--- config.mk ---
export PLATFORM = sky130hd
export DESIGN_NAME = score_combo_ctrl
export DESIGN_NICKNAME = d
export VERILOG_FILES = /design/src/rtl/score_combo_ctrl.sv
export SDC_FILE = /design/constraint.sdc
export NUM_CORES = 1
export LEC_CHECK = 0
export ABC_AREA = 1
export BUFFER_PORTS_ARGS = -buffer_cell sky130_fd_sc_hd__buf_4
export CAP_MARGIN = 30
export CELL_PAD_IN_SITES_DETAIL_PLACEMENT = 1
export CELL_PAD_IN_SITES_GLOBAL_PLACEMENT = 1
export CORE_MARGIN = 2
export CORE_UTILIZATION = 32
export CTS_CLUSTER_SIZE = 24
export DETAILED_ROUTE_END_ITERATION = 16
export HOLD_SLACK_MARGIN = 0.03
export PLACE_DENSITY_LB_ADDON = 0.3
export SLEW_MARGIN = 20
export SYNTH_ARGS = -nofsm -noshare
export SYNTH_HDL_FRONTEND = slang
export SYNTH_SLANG_ARGS = --single-unit
export TNS_END_PERCENT = 100
--- constraint.sdc ---
create_clock -name clk -period 4.1 [get_ports clk]
set_input_delay 0.41 -clock clk [delete_from_list [all_inputs] [get_ports clk]]
set_output_delay 0.41 -clock clk [all_outputs]
set_load 0.005 [all_outputs]
--- src/rtl/score_combo_ctrl.sv ---
// Scoring stage: tracks combo / max combo and accumulates a 4-digit packed-BCD
// score with a combo-dependent multiplier. Each score addend is added one BCD
// digit per clock, and one further event can wait in a single pending slot.
module score_combo_ctrl #(
    parameter int PERF_PTS = 3,
    parameter int NORM_PTS = 1,
    parameter int COMBO_X2 = 10,
    parameter int COMBO_X3 = 30
) (
    input  logic        clk,
    input  logic        rst,
    input  logic        i_clear,
    input  logic [1:0]  i_judge,
    output logic [15:0] o_score,
    output logic        o_score_valid,
    output logic [7:0]  o_combo,
    output logic [7:0]  o_max_combo,
    output logic        o_busy,
    output logic        o_drop
);

    localparam logic [3:0] PERF = 4'(PERF_PTS);
    localparam logic [3:0] NORM = 4'(NORM_PTS);
    localparam logic [7:0] X2   = 8'(COMBO_X2);
    localparam logic [7:0] X3   = 8'(COMBO_X3);

    typedef enum logic [2:0] {IDLE, ADD0, ADD1, ADD2, ADD3, COMMIT} state_t;

    state_t      state;
    state_t      state_next;
    logic [15:0] work;
    logic [3:0]  addend;
    logic        carry;
    logic        sat;
    logic        pend_valid;
    logic [3:0]  pend_addend;

    logic        hit;
    logic        miss;
    logic [7:0]  new_combo;
    logic [3:0]  base;
    logic [3:0]  hit_addend;
    logic [1:0]  digit_sel;
    logic [3:0]  digit_in;
    logic [3:0]  add_in;
    logic [4:0]  sum;
    logic [3:0]  digit_out;
    logic        carry_out;

    logic        load_addend;
    logic        addend_from_pend;
    logic        write_pend;
    logic        clear_pend;
    logic        drop_evt;

    assign hit    = i_judge[1];
    assign miss   = (i_judge == 2'b01);
    assign o_busy = (state != IDLE);

    // Post-increment combo and the scaled single-digit addend for this hit
    always_comb begin
        new_combo = (o_combo == 8'hFF) ? 8'hFF : o_combo + 8'd1;
        base      = i_judge[0] ? PERF : NORM;
        if (new_combo >= X3) begin
            hit_addend = base + {base[2:0], 1'b0};
        end else if (new_combo >= X2) begin
            hit_addend = {base[2:0], 1'b0};
        end else begin
            hit_addend = base;
        end
    end

    // One BCD digit step: digit k of the working register plus addend or carry
    always_comb begin
        case (state)
            ADD1:    digit_sel = 2'd1;
            ADD2:    digit_sel = 2'd2;
            ADD3:    digit_sel = 2'd3;
            default: digit_sel = 2'd0;
        endcase
        digit_in = work[{digit_sel, 2'b00} +: 4];
        add_in   = (state == ADD0) ? addend : {3'b000, carry};
        sum      = {1'b0, digit_in} + {1'b0, add_in};
        if (sum >= 5'd10) begin
            digit_out = 4'(sum - 5'd10);
            carry_out = 1'b1;
        end else begin
            digit_out = sum[3:0];
            carry_out = 1'b0;
        end
    end

    // State register for the digit-serial adder
    always_ff @(posedge clk) begin
        if (rst || i_clear) begin
            state <= IDLE;
        end else begin
            state <= state_next;
        end
    end

    // Next-state and event routing: start, queue in pending, or drop.
    // An event arriving at COMMIT with nothing pending starts straight away,
    // since it would otherwise sit in pending while the adder returns to IDLE.
    always_comb begin
        state_next       = state;
        load_addend      = 1'b0;
        addend_from_pend = 1'b0;
        write_pend       = 1'b0;
        clear_pend       = 1'b0;
        drop_evt         = 1'b0;
        case (state)
            IDLE: begin
                if (hit) begin
                    state_next  = ADD0;
                    load_addend = 1'b1;
                end
            end
            ADD0, ADD1, ADD2, ADD3: begin
                case (state)
                    ADD0:    state_next = ADD1;
                    ADD1:    state_next = ADD2;
                    ADD2:    state_next = ADD3;
                    default: state_next = COMMIT;
                endcase
                if (hit) begin
                    if (!pend_valid) begin
                        write_pend = 1'b1;
                    end else begin
                        drop_evt = 1'b1;
                    end
                end
            end
            COMMIT: begin
                if (pend_valid) begin
                    state_next       = ADD0;
                    load_addend      = 1'b1;
                    addend_from_pend = 1'b1;
                    clear_pend       = 1'b1;
                    write_pend       = hit;
                end else if (hit) begin
                    state_next  = ADD0;
                    load_addend = 1'b1;
                end else begin
                    state_next = IDLE;
                end
            end
            default: state_next = IDLE;
        endcase
    end

    // Combo tracking, pending slot, working register and score commit
    always_ff @(posedge clk) begin
        if (rst || i_clear) begin
            o_score       <= 16'h0000;
            o_score_valid <= 1'b0;
            o_combo       <= 8'd0;
            o_max_combo   <= 8'd0;
            o_drop        <= 1'b0;
            work          <= 16'h0000;
            addend        <= 4'd0;
            carry         <= 1'b0;
            sat           <= 1'b0;
            pend_valid    <= 1'b0;
            pend_addend   <= 4'd0;
        end else begin
            o_score_valid <= 1'b0;
            o_drop        <= drop_evt;

            if (miss) begin
                o_combo <= 8'd0;
            end else if (hit) begin
                o_combo <= new_combo;
                if (new_combo > o_max_combo) begin
                    o_max_combo <= new_combo;
                end
            end

            if (load_addend) begin
                addend <= addend_from_pend ? pend_addend : hit_addend;
            end
            if (clear_pend) begin
                pend_valid <= 1'b0;
            end
            if (write_pend) begin
                pend_valid  <= 1'b1;
                pend_addend <= hit_addend;
            end

            case (state)
                ADD0, ADD1, ADD2, ADD3: begin
                    work[{digit_sel, 2'b00} +: 4] <= digit_out;
                    carry <= carry_out;
                    if (state == ADD3 && carry_out) begin
                        sat <= 1'b1;
                    end
                end
                COMMIT: begin
                    o_score       <= sat ? 16'h9999 : work;
                    work          <= sat ? 16'h9999 : work;
                    o_score_valid <= 1'b1;
                    sat           <= 1'b0;
                    carry         <= 1'b0;
                end
                default: ;
            endcase
        end
    end

endmodule

Word-level counts from Yosys, hierarchy flattened. Cells that the tools add are included.

$add $sub $neg: 5. $lt $le $gt $ge: 4. Eq/ne operators: 9. Shift-type cells: 3. Muxes and demuxes: 32. Bitwise logic cells: 3. Reductions and logical operators: 11.

Operator list (count): 16-bit case mux with 2 select lines (1); 3-bit case mux with 3 select lines (2); 16-bit bitwise mux (1); 16-bit 2-to-1 mux (1); 4-bit 2-to-1 mux (4); 4-bit by 6-bit variable shift with 16-bit output, first input constant (1); 16-bit by 5-bit indexed part select with 4-bit output (1); 4-bit by 6-bit indexed part select with 16-bit output (1); 1-bit 2-to-1 mux (14); 8-bit by 1-bit adder with 8-bit output, second input constant (1); 8-bit == test, second input constant (1); 8-bit by 4-bit >= comparator with 1-bit output, second input constant (1); 8-bit by 5-bit >= comparator with 1-bit output, second input constant (1); 8-bit greater-than comparator (1); 8-bit 2-to-1 mux (1); 1-bit case mux with 2 select lines (4); 3-bit by 2-bit == test with 1-bit output, second input constant (2); 3-bit == test, second input constant (2); 3-bit 2-to-1 mux (2); 4-bit negator with 6-bit output (1); 2-bit case mux with 3 select lines (1); 4-bit by 4-bit adder with 5-bit output (1); 5-bit by 4-bit >= comparator with 1-bit output, second input constant (1); 2-bit by 3-bit adder with 4-bit output (1); other kinds (16) (20).

Register bits: 64. Bits of input ports: 5. Output and inout port bits: 35. Logic and storage cells: 79.

Longest topological paths before layout.
Depth in word-level cells: 9. Mapped depth: 21. Gate-level depth less buffers: 20.

Worst setup path after synthesis. No wires, ideal clock.

Path kind: flip-flop to flip-flop. Start point: register state[1]. End point: register work[13]. Library setup time: 0.070 ns. Arrival time: 2.855 ns. Data required time: 4.030 ns. Setup slack: 1.175 ns. Cell stages (with the launch flop): 22. Buffers on the path: 1. Period minus slack after synthesis: 2.925 ns. Cell sequence: dfxtp_1 -> nor2_1 -> nand2_1 -> nand2_1 -> inv_2 -> buf_2 -> o21ai_0 -> o22ai_1 -> ha_1 -> fa_1 -> nand2_1 -> inv_1 -> nor2_1 -> inv_1 -> ha_1 -> o21ai_0 -> nand2_1 -> nand2_1 -> nand2_1 -> nand2_1 -> nand4_1 -> a21oi_1.

Word-level cells in the longest chain between the ends: 9. Elaborated cells between the ends (all ways): 19. Classes of those cells: add/sub: 3; order compare: 1; eq/ne: 5; shift: 3; mux: 5; reduce/logical: 2.

RTL lines: from (decl) (line 29) `state_t state;`; from (signal assigned) (line 98) `state <= state_next;`; 3-bit == test / 3-bit by 2-bit == test with 1-bit output (equally long branches) (line 75, 190); 2-bit case mux with 3 select lines (line 75) `case (state)`; 16-bit by 5-bit indexed part select with 4-bit output (line 81) `digit_in = work[{digit_sel, 2'b00} +: 4];`; 4-bit by 4-bit adder with 5-bit output (line 83) `sum = {1'b0, digit_in} + {1'b0, add_in};`; 4-bit subtractor / 5-bit by 4-bit >= comparator with 1-bit output (equally long branches) (line 85, 84); 4-bit 2-to-1 mux (line 84) `if (sum >= 5'd10) begin`; 4-bit by 6-bit indexed part select with 16-bit output (line 192) `work[{digit_sel, 2'b00} +: 4] <= digit_out;`; 16-bit bitwise mux (line 192); 16-bit case mux with 2 select lines (line 190) `case (state)`; to (signal, indexed assignment) (line 192); to (signal assigned) (line 200) `work <= sat ? 16'h9999 : work;`; to (decl) (line 31) `logic [15:0] work;`.

Several ways; a longest one is shown, not always the timed one. A chain may end at the register's enable or synchronous reset.

Worst setup path in the final report. Same ends and word-level chain as after synthesis.

==> results by group <==
Outcome
  • Status: complete, no violations

Detailed routing
  • Antenna-violating nets left: 0
  • DR WL/cell: 15.37 µm
  • WL final: approximately 10,000 µm
  • Drt via density: 5.101
  • Initial detailed-routing violation count: 139
  • 1st-pass router iterations: 4
  • Number of remaining DRC errors: 0
  • Routed via count: 3,443

CTS
  • Htree depth: 3
  • Post-cts resize count: 0
  • Post-CTS Hold Buffers: 0
  • CTS tree: built
  • Clock net sink count: 64
  • Post-CTS Setup Bufs: 0
  • CTS buffer count: 9
  • Clock-pin slew on the worst setup and hold paths: 0.07 ns
  • Worst-Skew Late Latency: about 0.36 ns
  • CTS root buf: clkbuf_8
  • Max clock buf depth: 2

Finish
  • Final Instance Area: 4105 µm²
  • Fill cells: between 1,000 and 1,500
  • Nets@finish: ~560
  • Layout Utilization: roughly two fifths
  • ANT cells: 0
  • Syn-to-layout area delta: 17.35%
  • Layout cell share with drive strength beyond 1: between 10% and 20%

Critical path
  • Cell family with most CP delay: simple AND/OR/NAND/NOR gates
  • Crit end category: register
  • Worst-path fanout max: 17
  • Slowest cell delay on critical path: approximately 0.4 ns
  • CP required: around 4.4 ns
  • CP most frequent cell: nand2_1
  • Crit path DAT: between 3 and 4 ns
  • CP Cell Sequence: nor2_1 > nand2_1 > nand2_1 > buf_4 > inv_2 > o21ai_0 > o22ai_1 > ha_1 > fa_1 > nand2_1 > inv_1 > nor2_1 > inv_1 > ha_1 > o21ai_0 > nand2_1 > nand2_1 > nand2_1 > nand2_1 > nand4_1 > a21oi_1
  • Critical path startpoint category: register
  • Worst Setup Path Type: reg -> reg
  • Worst Path Buf+Inv: 4
  • CP max-delay cell: fa_1

Floorplanning
  • Die X-Extent: ~110 µm
  • Starting Density: roughly a third
  • Die area: approximately 12,000 µm²
  • Num ports: 40
  • Row cnt: 38
  • Die H: between 100 and 150 µm
  • Core area: between 10,000 and 15,000 µm²

Logic synthesis
  • Post-synth top area cell: dfxtp_1
  • EDFF count, synth: 0
  • Dominant cell by count in the synthesized netlist: nand2_1
  • Post-synth top cells: 83 x nand2_1, 64 x dfxtp_1, 56 x inv_1
  • Synthesis Warnings: 0
  • Synthesized instance count: 495
  • Synthesized net count: 520
  • Flops & latches, synth: 64
  • Register area share after synthesis: a little over a third
  • Asr flop ratio synth: 0%
  • Area contributors post-synth: dfxtp_1 37%, nand2_1 8.9%, o21ai_0 7.2%
  • Netlist cell types: 37
  • Syn_area_per_cell: approximately 7 µm²
  • Cell Area, Synth: 3498 µm²
  • Area share of the largest cell type after synthesis: between 30% and 40%
  • Dominant synthesized flop cell: dfxtp_1

STA
  • Top achievable clock speed: approximately 280 MHz
  • Final hold violation count: 0
  • Fin Setup TNS: 0 ns
  • Slew Limit Headroom: between 60% and 70%
  • RSZ-0062 raised after global routing: no
  • Final Critical Period: around 3.5 ns
  • Worst setup margin: 0.5717 ns
  • Slew @ Worst Pin: around 0.46 ns
  • Final setup viols: 0
  • Fin crit share: 86.06%
  • Count of pins over their slew limit: 0
  • Setup Skew: approximately 0.011 ns

GRT
  • Gr ovfl total: 0
  • Initial antenna violation count: 0
  • Total GRT Usage: approximately a fifth
  • Pin count of the biggest net entering global routing: 38
  • First-pass GRT wire length: 17,330 µm
  • Number of global-route vias before repair: roughly 3,500

Placement
  • HPWL Detailed: between 7000 and 8000 µm
  • Port bufs: 39
  • Placed cell area: 3906 µm²
  • Pre-CTS setup slack: around 0.67 ns
  • Routability congestion estimate: 0.8418

Power
  • Overall power: 1.379 mW
  • VDD IR max: roughly 190 µV
  • Leakage Power: 1.835 nW
  • P per Cell Area: between 300 and 400 nW/µm²

Run
  • Max-cap violations: 0

Hold path
  • HP Class: in -> reg
registers in the layout, summed over array words and instances (netlist names):
register and count:
state 3, o_score 16, pend_valid 1, sat 1, addend 4, o_score_valid 1
o_combo 8, pend_addend 4, o_max_combo 8, work 16, carry 1, o_drop 1
per-stage QoR:
step	cells	hold slack [ns]
after global routing	675	0.3334
final	675	0.3238
after floorplan	495	0.4517
after detailed placement	659	0.4465
after CTS	675	0.3106
after global placement	659	0.4411
kinds of logic (layout without fill, tap and decap cells):
kind of cell,Yosys count,count (layout),share of synthesized area (%)
AOI/OAI and AO/OA,130,130,20.24
xor gates and xnor gates,3,3,0.7512
adders and majority gates,20,20,7.368
buffers and inverters,81,121,9.227
DFF,64,64,36.62
and+or+nand+nor,197,197,25.79
cells in the final DEF (no fill, tap or decap), types with 9 or more instances in the layout:
master,count
buf_4,43
a21oi_1,48
o21ai_0,50
inv_1,56
clkbuf_8,11
nor2_1,51
ha_1,19
dfxtp_1,64
a31oi_1,12
nand4_1,12
nand3_1,26
nand2_1,83
nand2_2,9
cell type report:
cell class | instances | area, µm² | share of cell area [%]
Timing Repair Buffer | 43 | 322.8 | 7.863
Inverter | 62 | 232.7 | 5.669
Multi-Input combinational cell | 350 | 1894 | 46.14
Sequential cell | 64 | 1281 | 31.21
Clock inverter | 3 | 40.04 | 0.9753
Tap cell | 140 | 175.2 | 4.267
Clock buffer | 13 | 158.9 | 3.871
final timing paths:
| path | startpoint | endpoint | slack [ns] | cells after the start |
|---|---|---|---|---|
| worst max register to register | state[1] | work[13] | 0.57 | 21 |
| worst max-delay path | state[1] | work[13] | 0.57 | 21 |
| worst min register to register | o_score[3] | o_score[3] | 0.46 | 2 |
| worst min-delay path | i_judge[1] | o_combo[7] | 0.32 | 2 |
where the power goes:
group          total [mW]  internal [mW]  switching (mW)
combinational       0.160         0.0557           0.104
sequential          0.647          0.635          0.0124
clock               0.572          0.313           0.259
total                1.38           1.00           0.376
routing by layer:
metal / global-route usage (%) / vias up / share of wire, %
met4: 5.586 / 0 / 1.2
met3: 4.461 / 10 / 4.6
met5: 0 / - / 0
met2: 30.63 / 50 / 47
li1: - / 1724 / -
met1: 25.12 / 1659 / 47
Power figures use the tool's default switching activity.
